==> src/rtl/uart_imem_loader.sv <==
// uart_imem_loader
//   Receives an instruction image over a UART (8N1) and writes it, one
//   32-bit word per strobe, into an instruction memory. Framing on the wire:
//   sync byte 0xA5, word count N (1..MEM_WORDS), then N little-endian words.
//
// Ports
//   CLK    in   single clock, rising edge
//   rst_n  in   asynchronous active-low reset (release synchronised to CLK)
//   rx     in   UART serial input, idle high, asynchronous to CLK
//   WE     out  memory write strobe, one cycle per word
//   A      out  byte address of the written word (index * 4)
//   WD     out  written word, valid while WE=1
//   busy   out  load in progress (core held in reset)
//   done   out  last load completed
//   err    out  last load aborted
module uart_imem_loader #(
  parameter int CLKS_PER_BIT = 87,
  parameter int MEM_WORDS    = 20
) (
  input  logic        CLK,
  input  logic        rst_n,
  input  logic        rx,
  output logic        WE,
  output logic [31:0] A,
  output logic [31:0] WD,
  output logic        busy,
  output logic        done,
  output logic        err
);

  localparam int             CNT_W     = $clog2(CLKS_PER_BIT + 1);
  localparam logic [CNT_W-1:0] HALF_LAST = CNT_W'(CLKS_PER_BIT / 2 - 1);
  localparam logic [CNT_W-1:0] BIT_LAST  = CNT_W'(CLKS_PER_BIT - 1);
  localparam logic [7:0]     MAX_N     = 8'(MEM_WORDS);
  localparam logic [7:0]     SYNC_BYTE = 8'hA5;

  typedef enum logic [1:0] {RX_IDLE, RX_START, RX_DATA, RX_STOP} rx_state_e;
  typedef enum logic [2:0] {S_IDLE, S_COUNT, S_DATA, S_WRITE, S_DONE, S_ERR} state_e;

  // ---------------------------------------------------------------------------
  // Reset: asserts asynchronously, releases on a clock edge so every flop
  // leaves reset in the same cycle.
  // ---------------------------------------------------------------------------
  logic rst_meta_q, rst_sync_q;

  always_ff @(posedge CLK or negedge rst_n) begin
    if (!rst_n) begin
      rst_meta_q <= 1'b0;
      rst_sync_q <= 1'b0;
    end else begin
      // NOTE: sequential state always uses non-blocking assignments so every
      // flop samples pre-edge values regardless of statement order.
      rst_meta_q <= 1'b1;
      rst_sync_q <= rst_meta_q;
    end
  end

  // ---------------------------------------------------------------------------
  // UART receiver
  // ---------------------------------------------------------------------------
  logic             rx_meta_q, rx_sync_q, rx_prev_q;
  rx_state_e        rx_state_q, rx_state_d;
  logic [CNT_W-1:0] rx_cnt_q, rx_cnt_d;
  logic [2:0]       rx_bit_q, rx_bit_d;
  logic [7:0]       rx_shift_q, rx_shift_d;
  logic             byte_valid_q, byte_valid_d;
  logic             frame_err_q, frame_err_d;

  always_comb begin
    // NOTE: every combinational output gets a default first; a path that
    // leaves one unassigned would infer a latch.
    rx_state_d   = rx_state_q;
    rx_cnt_d     = rx_cnt_q;
    rx_bit_d     = rx_bit_q;
    rx_shift_d   = rx_shift_q;
    byte_valid_d = 1'b0;
    frame_err_d  = 1'b0;

    unique case (rx_state_q)
      RX_IDLE: begin
        if (rx_prev_q && !rx_sync_q) begin
          rx_state_d = RX_START;
          rx_cnt_d   = '0;
        end
      end
      RX_START: begin
        if (rx_cnt_q == HALF_LAST) begin
          rx_cnt_d = '0;
          rx_bit_d = '0;
          // A start bit that is high again at mid-bit was a glitch.
          rx_state_d = rx_sync_q ? RX_IDLE : RX_DATA;
        end else begin
          rx_cnt_d = rx_cnt_q + 1'b1;
        end
      end
      RX_DATA: begin
        if (rx_cnt_q == BIT_LAST) begin
          rx_cnt_d   = '0;
          rx_shift_d = {rx_sync_q, rx_shift_q[7:1]};  // LSB arrives first
          rx_bit_d   = rx_bit_q + 1'b1;
          if (rx_bit_q == 3'd7) rx_state_d = RX_STOP;
        end else begin
          rx_cnt_d = rx_cnt_q + 1'b1;
        end
      end
      RX_STOP: begin
        if (rx_cnt_q == BIT_LAST) begin
          rx_state_d   = RX_IDLE;
          byte_valid_d = rx_sync_q;
          frame_err_d  = !rx_sync_q;
        end else begin
          rx_cnt_d = rx_cnt_q + 1'b1;
        end
      end
      default: rx_state_d = RX_IDLE;
    endcase
  end

  always_ff @(posedge CLK or negedge rst_sync_q) begin
    if (!rst_sync_q) begin
      rx_meta_q    <= 1'b1;
      rx_sync_q    <= 1'b1;
      rx_prev_q    <= 1'b1;
      rx_state_q   <= RX_IDLE;
      rx_cnt_q     <= '0;
      rx_bit_q     <= '0;
      rx_shift_q   <= '0;
      byte_valid_q <= 1'b0;
      frame_err_q  <= 1'b0;
    end else begin
      rx_meta_q    <= rx;
      rx_sync_q    <= rx_meta_q;
      rx_prev_q    <= rx_sync_q;
      rx_state_q   <= rx_state_d;
      rx_cnt_q     <= rx_cnt_d;
      rx_bit_q     <= rx_bit_d;
      rx_shift_q   <= rx_shift_d;
      byte_valid_q <= byte_valid_d;
      frame_err_q  <= frame_err_d;
    end
  end

  // ---------------------------------------------------------------------------
  // Load protocol FSM
  // ---------------------------------------------------------------------------
  state_e      state_q, state_d;
  logic [7:0]  n_q, n_d;
  logic [7:0]  idx_q, idx_d;
  logic [1:0]  byte_cnt_q, byte_cnt_d;
  logic [31:0] word_q, word_d;
  logic        we_q, we_d;
  logic [31:0] a_q, a_d;
  logic [31:0] wd_q, wd_d;
  logic        busy_q, busy_d;
  logic        done_q, done_d;
  logic        err_q, err_d;

  always_comb begin
    state_d    = state_q;
    n_d        = n_q;
    idx_d      = idx_q;
    byte_cnt_d = byte_cnt_q;
    word_d     = word_q;
    we_d       = 1'b0;
    a_d        = a_q;
    wd_d       = wd_q;
    busy_d     = busy_q;
    done_d     = done_q;
    err_d      = err_q;

    unique case (state_q)
      S_IDLE, S_DONE, S_ERR: begin
        if (byte_valid_q && rx_shift_q == SYNC_BYTE) begin
          state_d    = S_COUNT;
          busy_d     = 1'b1;
          done_d     = 1'b0;
          err_d      = 1'b0;
          idx_d      = '0;
          byte_cnt_d = '0;
        end
      end
      S_COUNT: begin
        if (frame_err_q) begin
          state_d = S_ERR;
          err_d   = 1'b1;
          busy_d  = 1'b0;
        end else if (byte_valid_q) begin
          if (rx_shift_q != 8'd0 && rx_shift_q <= MAX_N) begin
            n_d        = rx_shift_q;
            state_d    = S_DATA;
            byte_cnt_d = '0;
          end else begin
            state_d = S_ERR;
            err_d   = 1'b1;
            busy_d  = 1'b0;
          end
        end
      end
      S_DATA: begin
        if (frame_err_q) begin
          state_d = S_ERR;
          err_d   = 1'b1;
          busy_d  = 1'b0;
        end else if (byte_valid_q) begin
          // Little-endian: first byte ends up in bits [7:0] after four shifts.
          word_d     = {rx_shift_q, word_q[31:8]};
          byte_cnt_d = byte_cnt_q + 1'b1;
          if (byte_cnt_q == 2'd3) begin
            // The index guard keeps a corrupted count from ever writing
            // outside the memory.
            if (idx_q < MAX_N) begin
              state_d = S_WRITE;
              we_d    = 1'b1;
              a_d     = {22'd0, idx_q, 2'b00};
              wd_d    = word_d;
            end else begin
              state_d = S_ERR;
              err_d   = 1'b1;
              busy_d  = 1'b0;
            end
          end
        end
      end
      S_WRITE: begin
        idx_d = idx_q + 8'd1;
        if (idx_q + 8'd1 == n_q) begin
          state_d = S_DONE;
          done_d  = 1'b1;
          busy_d  = 1'b0;
        end else begin
          state_d    = S_DATA;
          byte_cnt_d = '0;
          // The receiver is free-running, so a byte landing here is taken as
          // the first byte of the next word instead of being dropped.
          if (frame_err_q) begin
            state_d = S_ERR;
            err_d   = 1'b1;
            busy_d  = 1'b0;
          end else if (byte_valid_q) begin
            word_d     = {rx_shift_q, word_q[31:8]};
            byte_cnt_d = 2'd1;
          end
        end
      end
      default: state_d = S_IDLE;
    endcase
  end

  always_ff @(posedge CLK or negedge rst_sync_q) begin
    if (!rst_sync_q) begin
      state_q    <= S_IDLE;
      n_q        <= '0;
      idx_q      <= '0;
      byte_cnt_q <= '0;
      word_q     <= '0;
      we_q       <= 1'b0;
      a_q        <= '0;
      wd_q       <= '0;
      busy_q     <= 1'b0;
      done_q     <= 1'b0;
      err_q      <= 1'b0;
    end else begin
      state_q    <= state_d;
      n_q        <= n_d;
      idx_q      <= idx_d;
      byte_cnt_q <= byte_cnt_d;
      word_q     <= word_d;
      we_q       <= we_d;
      a_q        <= a_d;
      wd_q       <= wd_d;
      busy_q     <= busy_d;
      done_q     <= done_d;
      err_q      <= err_d;
    end
  end

  assign WE   = we_q;
  assign A    = a_q;
  assign WD   = wd_q;
  assign busy = busy_q;
  assign done = done_q;
  assign err  = err_q;

endmodule
==> config.mk <==
export PLATFORM = sky130hd
export DESIGN_NAME = uart_imem_loader
export DESIGN_NICKNAME = d
export VERILOG_FILES = /design/src/rtl/uart_imem_loader.sv
export SDC_FILE = /design/constraint.sdc
export NUM_CORES = 1
export LEC_CHECK = 0
export BUFFER_PORTS_ARGS = -buffer_cell sky130_fd_sc_hd__buf_2
export CAP_MARGIN = 10
export CORE_MARGIN = 1
export CORE_UTILIZATION = 50
export DETAILED_ROUTE_END_ITERATION = 16
export GPL_TIMING_DRIVEN = 0
export MAX_ROUTING_LAYER = met4
export PLACE_DENSITY_LB_ADDON = 0.15
export SYNTH_ARGS = -nofsm -noshare
export SYNTH_HDL_FRONTEND = slang
export SYNTH_SLANG_ARGS = --single-unit
==> constraint.sdc <==
create_clock -name CLK -period 3.8 [get_ports CLK]
set_input_delay 0.19 -clock CLK [delete_from_list [all_inputs] [get_ports CLK]]
set_output_delay 0.19 -clock CLK [all_outputs]
set_load 0.02 [all_outputs]
# --- Word level (Yosys, flattened, before mapping) ---
# Index checks and enable logic that the tools add are counted.
classes:
  n_addsub: 4
  n_lt_le_gt_ge: 2
  n_eq_ne: 35
  mux: 75
  bitwise: 1
  n_reduce_logical: 25
ops:
  columns: ["op", "count"]
  rows:
  - ["$mux W32", 3]
  - ["$pmux W32 S2", 1]
  - ["$mux W3", 12]
  - ["$mux W1", 32]
  - ["$ne A2 B2 Y1 const B", 15]
  - ["$mux W7", 4]
  - ["$pmux W7 S4", 1]
  - ["$mux W2", 13]
  - ["$ne A3 B3 Y1 const B", 6]
  - ["$pmux W2 S4", 2]
  - ["$pmux W8 S2", 1]
  - ["$reduce_and A8 Y1", 2]
  - ["$pmux W3 S4", 1]
  - ["$reduce_and A5 Y1", 2]
  - ["$eq A3 B3 Y1 const B", 3]
  - ["$reduce_and A9 Y1", 1]
  - ["$add A8 B1 Y8 const B", 1]
  - ["$eq A8 B8 Y1", 1]
  - ["$eq A8 B8 Y1 const B", 1]
  - ["$le A8 B5 Y1 const B", 1]
  - ["$lt A8 B5 Y1 const B", 1]
  - ["$mux W8", 1]
  - ["$pmux W1 S4", 2]
  - ["$reduce_and A2 Y1", 4]
  - ["other kinds (22)", 31]
totals:
  reg_bits: 124
  input_bits: 3
  out_inout_bits: 68
  elab_cells: 164

# --- Logic depth before layout (Yosys ltp) ---
depth:
  ltp_word: 6
  ltp_mapped: 10
  depth_no_buf: 8

# --- Worst setup path after synthesis ---
# Ideal clock, no wire load.
synth_timing:
  path_kind: "flip-flop to flip-flop"
  startpoint: "register idx_q[0]"
  endpoint: "register word_q[12]"
  setup_time_ns: 0.125
  arrival_time_ns: 2.284
  required_ns: 3.675
  slack_ns: 1.391
  stages_incl_launch_ff: 10
  path_buffers: 2
  period_less_slack_ns: 2.409
  cell_sequence: "dfrtp_1 ha_1 nand3_2 xnor3_1 or3b_4 nor4_4 or3_1 buf_6 buf_12 mux2_4"
synth_between:
  elab_chain_cells: 4
synth_rtl:
  columns: ["item", "line_no", "text"]
  rows:
  - ["from (decl)", "148", "logic [7:0] idx_q, idx_d;"]
  - ["from (signal assigned)", "265", "idx_q <= idx_d;"]
  - ["$add A8 B1 Y8", "226", "if (idx_q + 8'd1 == n_q) begin"]
  - ["$eq A8 B8 Y1", "226", null]
  - ["$ne A2 B2 Y1 (no line)", null, null]
  - ["$reduce_and A2 Y1 (no line)", null, null]
  - ["to (signal assigned)", "267", "word_q <= word_d;"]
  - ["to (decl)", "150", "logic [31:0] word_q, word_d;"]
# No other way between the ends.
# A chain may end at the register's enable or synchronous reset.

# --- Worst setup path in the final report ---
layout_timing:
  startpoint: "register idx_q[0]"
  endpoint: "register word_q[23]"
# The elaborated chain is that of the path after synthesis.

==> out/results.tsv <==
stage	metric	value	unit
status	status	completed	
sta	Worst Hold Slack	0.325	ns
synthesis	synthesized cell area	5360	um2
floorplanning	site row count	37	
drt	DRT iter0 DRCs	112	
layout	final cell area excluding filler cells	6500	um2
synthesis	Post-synth EDFFs	0	
clock_tree	clock sink count	116	
synthesis	Mapped Avg Cell Area	12.7	um2
clock_tree	CTS buffer count	17	
floorplanning	die height	106	um
grt	first-pass GRT wire length	16400	um
synthesis	Synth async-reset ratio	100	%
floorplanning	DIE WIDTH	106	um
setup_path	worst setup path category	register to register	
grt	initial antenna violation count	0	
sta	worst slew pin tran	0.755	ns
setup_path	delay-heaviest family, CP	simple AND/OR/NAND/NOR gates	
layout	number of antenna repair diodes	0	
clock_tree	# Post-CTS Setup Buffers	0	
layout	multi-input logic area	2210	um2
setup_path	Worst path depth	9	
placed_design	placed cells	627	
layout	Util after Layout	62.7	%
power	pwr dens	478	nW/um2
sta	Final setup viols	0	
drt	antenna viol nets, final	0	
power	switching share of power	25.4	%
grt	largest net degree at the start of global routing	67	
synthesis	Yosys cell types	56	
setup_path	Worst R2R End	word_q[23]	
grt	GR Overflow Total	0	
sta	FMAX	366	MHz
sta	fraction of the cycle the final worst path needs	71.9	%
drt	Detailed Routing Iterations Pass 1	4	
floorplanning	IO Count	71	
setup_path	Reg-to-Reg Start	idx_q[0]	
floorplanning	Initial Utilization	51.7	%
sta	Slew Limit Fails	0	
drt	WL/cell	14.9	um
drt	via density per instance	5.15	
sta	RSZ-0062 raised after global routing	no	
setup_path	max incr delay on CP	0.47	ns
clock_tree	CTS root buffer	clkbuf_8	
setup_path	Critical path origin	idx_q[0]	
sta	minimum clock period	2.73	ns
layout	Layout Nets	522	
clock_tree	CTS tree	done	
layout	area growth from synthesis to final layout	21.3	%
sta	Max Clock Skew	0.00798	ns
setup_path	CP cell instances	ha_1 -> nand3_2 -> xnor3_1 -> or3b_4 -> nor4_4 -> or3_1 -> buf_6 -> buf_12 -> mux2_4	
min_path	Hold Path Class	input pin to register	
drt	via count	3412	
sta	Rel. slew slack	49.1	%
placed_design	Port Buf Inserts	46	
layout	share of post-route cells with drive strength above 1	37.8	%
clock_tree	H-tree level count	4	
power	Comb pwr share	7.0	%
setup_path	CP endpoint kind	register	
power	register share of total power	41.8	%
placed_design	post-DP HPWL	6690	um
clock_tree	Clk Latency, worst-skew pair	0.51	ns
setup_path	CP endpoint	word_q[23]	
run	Max-Cap Viols	0	
grt	overall routing resource usage	19.6	%
drt	final wirelength	9840	um
clock_tree	Post-CTS Resized	0	
clock_tree	Worst-path clk slew	0.06	ns
setup_path	slowest cell on the critical path	dfrtp_1	
grt	vias in the first global route	3295	
synthesis	#FFs+latches synth	116	
setup_path	R2R setup slack	1.07	ns
setup_path	Crit Path Max Fanout	10	
setup_path	Reg2Reg Depth	9	
synthesis	sequential area share after synthesis	54.3	%
setup_path	critical path buffer and inverter count	2	
power	Psw	0.788	mW
power	Leak Pwr	3.45	nW
synthesis	Post-Synthesis Cells	421	
power	Pwr Total	3.11	mW
floorplanning	Die Area	11100	um2
power	VDD IR max	375	uV
sta	final hold viol count	0	
drt	drc violations	0	
layout	sequential cell area	2910	um2
power	cell internal pwr	2.32	mW
layout	non-filler instance count after layout	662	
synthesis	Primary FF master, synth	dfrtp_1	
setup_path	CP required	4.18	ns
placed_design	Placed Instance Area	5880	um2
layout	fillers	812	
power	clock power share	51.2	%
placed_design	Final Wtd Congestion	0.912	
floorplanning	Core ar.	10400	um2
clock_tree	Longest Clk Path Bufs	2	
setup_path	worst endpoint data arrival time	3.12	ns
synthesis	Synthesis Warnings	0	
setup_path	Worst Setup Start Kind	register	
## worst min path at each step
stage / startpoint / endpoint / slack (ns) / cells after the start
detailed placement: rst_n / rst_sync_q / -0.02 / 1
floorplan: rst_n / rst_meta_q / -0.11 / 0
global route: rx / rx_meta_q / 0.32 / 2
global placement: rst_n / rst_sync_q / -0.02 / 1
CTS: rx / rx_meta_q / 0.31 / 2
finish: rx / rx_meta_q / 0.32 / 2
## power groups by stage
stage	logic (mW)	registers, mW	clock network [mW]
finish	0.217	1.30	1.59
detailed placement	0.217	1.32	0
global placement	0.195	1.33	0
CTS	0.219	1.30	1.63
global route	0.244	1.30	1.70
floorplan	0.170	1.32	0
## what timing repair did
| action | 4_1_cts | 5_1_grt |
|---|---|---|
| setup endpoints to repair | 0 | 0 |
| hold buffers | 3 | 0 |
| hold endpoints to repair | 3 | 0 |
## registers in the layout, summed over array words and instances (netlist names), 2 cells and up, named ones only
| name | flops |
|---|---|
| state_q | 3 |
| n_q | 8 |
| rx_cnt_q | 7 |
| WD | 32 |
| rx_bit_q | 3 |
| word_q | 24 |
| A | 8 |
| idx_q | 8 |
| rx_shift_q | 8 |
| byte_cnt_q | 2 |
## final cells by class
type	instances	share of cell area, %
buffer	42	4.62
clock buffer	17	6.37
timing repair buffer	50	4.43
inverter	7	0.404
clock inverter	15	2.79
tap	136	2.62
multi-input combinational	279	34.0
sequential	116	44.8
## cells in the mapped netlist, drive strengths merged (5+ instances only)
master	number	share of area [%]
dfrtp	113	53
mux2	78	18
buf	31	4.8
o21ai	21	2.0
nand2	19	1.3
nor2	19	1.3
clkbuf	11	0.77
nor2b	9	1.1
inv	7	0.49
nand3	7	0.84
nor3	7	0.65
xnor2	7	1.1
a21o	6	0.84
and3	6	0.70
ha	6	1.4
nor3b	6	0.84
a21oi	5	0.47
and2	5	0.58
## worst reg2reg max path: cells and delay by family (launching register included)
kind | cells | cell delay [ns]
adders and majority gates | 1 | 0.32
buffers and inverters | 2 | 0.31
and+or+nand+nor | 4 | 1.01
DFF | 1 | 0.47
xor gates and xnor gates | 1 | 0.19
muxes | 1 | 0.31
## logic make-up after synthesis
group	Yosys count	synth area share, %
compound gates	60	7.45
simple gates	97	10.5
xor+xnor	12	2.22
flops	116	54.3
other cells	2	0.140
mux	79	18.0
buf+inv	49	6.10
fa+ha+maj	6	1.40
## cell usage in the layout, fill, tap and decap left out, drive strengths merged, types with 3 or more instances in the layout
cell type    count
nand4            4
dlygate4sd3      3
xnor2            7
mux2            78
nor4             4
and3             6
nor2b            9
xor2             4
a21o             6
o21ai           21
o31ai            3
nand3            7
and2             5
dfrtp          113
o22ai            4
a21oi            5
buf             78
clkbuf          28
dfstp            3
o41ai            4
inv             18
nor2            19
ha               6
conb            25
or3              4
nor3b            6
nor3             7
nand2           19
## metrics by stage
stage	TNS (ns)	setup slack (ns)
after CTS	0	1.06
after global routing	0	0.928
after floorplan	0	0.334
after global placement	-92.55	-0.841
final	0	1.07
after detailed placement	0	1.09
## per-layer routing
metal / up-vias / GRT usage (%) / routed length, um
met5: - / - / 0
met4: 0 / 5.16 / 65
met3: 8 / 5.38 / 438
met2: 92 / 29.7 / 4640
met1: 1661 / 26.3 / 4700
li1: 1651 / - / -
Power figures use the tool's default switching activity.
